### src/rtl/btn_pkg.sv
// btn_pkg
// Definitions shared by every button_event_decoder instance and by the
// calendar/clock setting FSM that consumes their events.
//   btn_state_t                - decoder state encoding (ARM, IDLE, PRESSED, LONG)
//   BTN_DEFAULT_LONG_CYCLES    - long-press hold time, 1 s at 100 MHz
//   BTN_DEFAULT_REPEAT_CYCLES  - auto-repeat period, 250 ms at 100 MHz
//   BTN_DEFAULT_CTR_W          - counter width that covers both defaults
package btn_pkg;

    typedef enum logic [1:0] {
        ARM     = 2'd0,
        IDLE    = 2'd1,
        PRESSED = 2'd2,
        LONG    = 2'd3
    } btn_state_t;

    localparam int BTN_DEFAULT_LONG_CYCLES   = 100_000_000;
    localparam int BTN_DEFAULT_REPEAT_CYCLES = 25_000_000;
    localparam int BTN_DEFAULT_CTR_W         = 27;

endpackage : btn_pkg

### src/rtl/button_event_decoder.sv
// button_event_decoder
// Turns one debounced button level into single-cycle UI events.
// One instance is used per physical button.
//
// Build option: define AUTO_REPEAT_EN to enable the repeat_o pulses while the
// button is held past the long-press threshold. When it is undefined,
// repeat_o is tied low and REPEAT_CYCLES has no effect.
//
// Ports
//   clk_i        system clock, rising edge
//   rst_i        synchronous reset, active-high
//   btn_level_i  debounced level (1 = pressed), synchronous to clk_i
//   press_o      one-cycle pulse on press
//   release_o    one-cycle pulse on any release
//   short_o      one-cycle pulse on a release before the long-press threshold
//   long_o       one-cycle pulse when the hold reaches LONG_PRESS_CYCLES
//   repeat_o     one-cycle pulse every REPEAT_CYCLES after long-press
//   held_o       level, high while the button is in PRESSED or LONG
module button_event_decoder
    import btn_pkg::*;
#(
    parameter int LONG_PRESS_CYCLES = BTN_DEFAULT_LONG_CYCLES,
    parameter int REPEAT_CYCLES     = BTN_DEFAULT_REPEAT_CYCLES,
    parameter int CTR_W             = BTN_DEFAULT_CTR_W
) (
    input  logic clk_i,
    input  logic rst_i,
    input  logic btn_level_i,
    output logic press_o,
    output logic release_o,
    output logic short_o,
    output logic long_o,
    output logic repeat_o,
    output logic held_o
);

    // Reject parameter sets where the counter cannot reach a terminal count.
    if (LONG_PRESS_CYCLES < 2 || REPEAT_CYCLES < 1 ||
        (64'(1) << CTR_W) <= 64'(LONG_PRESS_CYCLES) ||
        (64'(1) << CTR_W) <= 64'(REPEAT_CYCLES)) begin : g_bad_params
        $error("button_event_decoder: illegal timing parameters");
    end

    // Counter terminal values: the transition fires at the edge where the
    // counter already holds N-1, so the event lands exactly N cycles later.
    localparam logic [CTR_W-1:0] LONG_TC = CTR_W'(LONG_PRESS_CYCLES - 1);

    btn_state_t       state_reg;
    logic [CTR_W-1:0] ctr_reg;

`ifdef AUTO_REPEAT_EN
    localparam logic [CTR_W-1:0] REPEAT_TC = CTR_W'(REPEAT_CYCLES - 1);
    logic repeat_reg;
    assign repeat_o = repeat_reg;
`else
    assign repeat_o = 1'b0;
`endif

    always_ff @(posedge clk_i) begin
        if (rst_i) begin
            // A pending event is simply dropped; ARM forces a release before
            // the next press can be reported.
            state_reg <= ARM;
            ctr_reg   <= '0;
            press_o   <= 1'b0;
            release_o <= 1'b0;
            short_o   <= 1'b0;
            long_o    <= 1'b0;
            held_o    <= 1'b0;
`ifdef AUTO_REPEAT_EN
            repeat_reg <= 1'b0;
`endif
        end else begin
            press_o   <= 1'b0;
            release_o <= 1'b0;
            short_o   <= 1'b0;
            long_o    <= 1'b0;
`ifdef AUTO_REPEAT_EN
            repeat_reg <= 1'b0;
`endif
            case (state_reg)
                ARM: begin
                    held_o <= 1'b0;
                    if (!btn_level_i) begin
                        state_reg <= IDLE;
                        ctr_reg   <= '0;
                    end
                end

                IDLE: begin
                    if (btn_level_i) begin
                        state_reg <= PRESSED;
                        ctr_reg   <= '0;
                        press_o   <= 1'b1;
                        held_o    <= 1'b1;
                    end
                end

                PRESSED: begin
                    // Release is checked first so it wins over the terminal count.
                    if (!btn_level_i) begin
                        state_reg <= IDLE;
                        ctr_reg   <= '0;
                        release_o <= 1'b1;
                        short_o   <= 1'b1;
                        held_o    <= 1'b0;
                    end else if (ctr_reg == LONG_TC) begin
                        state_reg <= LONG;
                        ctr_reg   <= '0;
                        long_o    <= 1'b1;
                    end else begin
                        ctr_reg <= ctr_reg + CTR_W'(1);
                    end
                end

                LONG: begin
                    if (!btn_level_i) begin
                        state_reg <= IDLE;
                        ctr_reg   <= '0;
                        release_o <= 1'b1;
                        held_o    <= 1'b0;
                    end else begin
`ifdef AUTO_REPEAT_EN
                        if (ctr_reg == REPEAT_TC) begin
                            ctr_reg    <= '0;
                            repeat_reg <= 1'b1;
                        end else begin
                            ctr_reg <= ctr_reg + CTR_W'(1);
                        end
`else
                        ctr_reg <= '0;
`endif
                    end
                end

                default: begin
                    state_reg <= ARM;
                    ctr_reg   <= '0;
                    held_o    <= 1'b0;
                end
            endcase
        end
    end

endmodule : button_event_decoder

### config.mk
export PLATFORM = sky130hd
export DESIGN_NAME = button_event_decoder
export DESIGN_NICKNAME = d
export VERILOG_FILES = /design/src/rtl/btn_pkg.sv /design/src/rtl/button_event_decoder.sv
export SDC_FILE = /design/constraint.sdc
export NUM_CORES = 1
export LEC_CHECK = 0
export CAP_MARGIN = 5
export CORE_MARGIN = 1
export CORE_UTILIZATION = 50
export CTS_CLUSTER_SIZE = 40
export DETAILED_ROUTE_END_ITERATION = 8
export DONT_BUFFER_PORTS = 1
export PLACE_DENSITY = 0.75
export SYNTH_ARGS = -nofsm -noshare
export SYNTH_HDL_FRONTEND = slang
export SYNTH_SLANG_ARGS = --single-unit
export TNS_END_PERCENT = 100
### constraint.sdc
create_clock -name clk_i -period 2.3 [get_ports clk_i]
set_input_delay 0.69 -clock clk_i [delete_from_list [all_inputs] [get_ports clk_i]]
set_output_delay 0.69 -clock clk_i [all_outputs]
set_load 0.02 [all_outputs]
==> results.json <==
{
  "status": "completed",
  "coreArea_um2": 3340,
  "first_global_vias": 1244,
  "cp-start-kind": "flip-flop",
  "die_y_um": 60.9,
  "gp_congestion": 0.821,
  "io_buffers": 0,
  "clock_path_buffers": 2,
  "drive_gt1_frac": 0.123,
  "antenna_cells": 0,
  "setup-violations-final": 0,
  "drc_errors": 0,
  "synth_area_leaders": "dfxtp_1, xor2_1, nor2_1",
  "vias": 1333,
  "track_usage": 0.203,
  "rows": 21,
  "worstSetupEndpointType": "flip-flop",
  "ant_nets": 0,
  "utilization": 0.555,
  "viasPerCell": 5.53,
  "grt_max_degree": 25,
  "whs_ns": 0.397,
  "vdd_drop_max_mv": 0.290,
  "dieArea_um2": 3710,
  "routedWlPerCell_um": 13.3,
  "cts_tree": "built",
  "synth_area_um2": 1740,
  "skew_ns": 0.00602,
  "synthCells": 189,
  "avgSynthCellArea_um2": 9.19,
  "grt-ovfl-total": 0,
  "path_cells": "inv_1, ha_1, mux2_4, nor4_4, buf_4, nand2_2, nor4b_2, o21ba_1",
  "cts_sinks": 34,
  "synth-seq-cells": 34,
  "ys.flop_type": "dfxtp_1",
  "async_flop_share": 0,
  "ctsHtreeMaxLevel": 2,
  "yosysTopAreaCellShare": 0.392,
  "critical_path_required_ns": 2.60,
  "fmax_mhz": 489,
  "syn_nets": 198,
  "clockRootBuffer": "clkbuf_4",
  "crit_fanout": 10,
  "report.final.slew_viol_count": 0,
  "largest_reg_flops": 27,
  "p_per_area_nw_per_um2": 757,
  "synth-edff-count": 0,
  "clk_pin_slew_ns": 0.10,
  "mostFrequentLayoutCells": "dfxtp_1, nor2_1, xor2_1",
  "path_class": "reg2reg",
  "arrival_ns": 2.34,
  "wl_um": 3220,
  "nets": 203,
  "grt_antenna_before_repair": 0,
  "maxCapViolations": 0,
  "rsz0062_at_grt": "false",
  "hold_class": "in2reg",
  "cts-buffers-inserted": 5,
  "crit_path_max_incr_delay_ns": 0.37,
  "hpwl_um": 2360,
  "post-route-period-util": 0.889,
  "die_w_um": 60.9,
  "yosysUniqueCellTypes": 50,
  "ys_seq_area_frac": 0.392,
  "dr.pass1.iters": 4,
  "tns_ns": 0,
  "mostFrequentLayoutCell": "dfxtp_1",
  "yosys_warnings": 0,
  "grt_pass1_wl_um": 5500,
  "clk_latency_ns": 0.34,
  "hold_viol": 0,
  "start_util": 0.520,
  "dp_cells": 232,
  "fin_crit_ns": 2.05,
  "io_pins": 9,
  "p_leak_nw": 0.642,
  "post-synth-top-area-cell": "dfxtp_1",
  "syn2layout_area_growth_pct": 6.63,
  "holdBufCountCts": 0,
  "final_cells": 241,
  "first_iter_violations": 49,
  "cp_slowest_cell": "dfxtp_1"
}
[cell usage after synthesis, types with 2 or more instances]
library cell and n:
nor4_1 3, a21oi_1 2, nand3_1 9, nand2_1 11, nand4_1 10, nor2_1 31
nor3_1 4, o21ai_0 2, xor2_1 14, dfxtp_1 34, xnor2_1 8, and3_1 3
ha_1 6, a31oi_1 2, nand4b_1 2, buf_6 3, nor4bb_1 2, inv_1 7
and4_1 3, or3_1 3
[path summary, 6_finish.rpt]
| path | start | to | slack [ns] | cells past startpoint |
|---|---|---|---|---|
| hold reg to reg | ctr_reg[0] | ctr_reg[0] | 0.49 | 2 |
| setup / recovery | state_reg[1] | ctr_reg[25] | 0.25 | 8 |
| hold / removal | rst_i | ctr_reg[2] | 0.40 | 1 |
| setup reg to reg | state_reg[1] | ctr_reg[25] | 0.25 | 8 |
[timing repair]
action / 4_1_cts / 5_1_grt
endpoints found under the setup margin: 0 / 7
setup buffers: 0 / 1
resized for setup: 0 / 0
[kinds of logic (layout without fill, tap and decap cells)]
group                    Yosys count  after routing  synth area share
AND/OR/NAND/NOR                   95             95             0.320
flip-flops                        34             34             0.392
XOR/XNOR                          22             22             0.111
AO/OA/AOI/OAI                     15             15            0.0670
buffers and inverters             13             19            0.0439
adder cells (fa/ha/maj)            6              6            0.0432
multiplexers                       3              3            0.0209
other                              1              1           0.00216
[power by group]
part           internal (mW)  switching (mW)
clock                  0.225           0.204
combinational          0.113           0.209
sequential             0.617          0.0346
[worst max-delay path, delay by kind of cell, from the launching register on]
family / cells / cell delay, ns
AOI/OAI and AO/OA: 1 / 0.14
adders and majority gates: 1 / 0.27
buffers and inverters: 2 / 0.31
DFF: 1 / 0.37
muxes: 1 / 0.37
and+or+nand+nor: 3 / 0.54
[routing by layer]
metal | routed length (um) | track usage | part of all wire | vias to the layer above
met5 | 0 | 0 | 0 | -
met4 | 46 | 0.0682 | 0.014 | 0
met3 | 125 | 0.0768 | 0.039 | 5
met2 | 1480 | 0.330 | 0.46 | 24
met1 | 1570 | 0.249 | 0.49 | 630
li1 | - | - | - | 674
[metrics by stage]
| stage | area, um2 | power (mW) | worst slack (ns) |
|---|---|---|---|
| after floorplan | 1740 | 0.947 | 0.157 |
| after global placement | 1770 | 0.958 | 0.190 |
| after detailed placement | 1770 | 0.982 | 0.124 |
| after CTS | 1840 | 1.41 | 0.0869 |
| after global routing | 1850 | 1.46 | 0.131 |
| final | 1850 | 1.40 | 0.255 |
[cell type report]
class / instances / area, um2
clock buffers: 5 / 37.5
clock inverters: 3 / 40.0
fillers: 328 / 1490
inverters: 7 / 26.3
multi-input cells: 142 / 980
flip-flops and latches: 34 / 681
well taps: 46 / 57.6
repair buffers: 4 / 30.0
No activity file was read; power rests on OpenSTA's default activity.
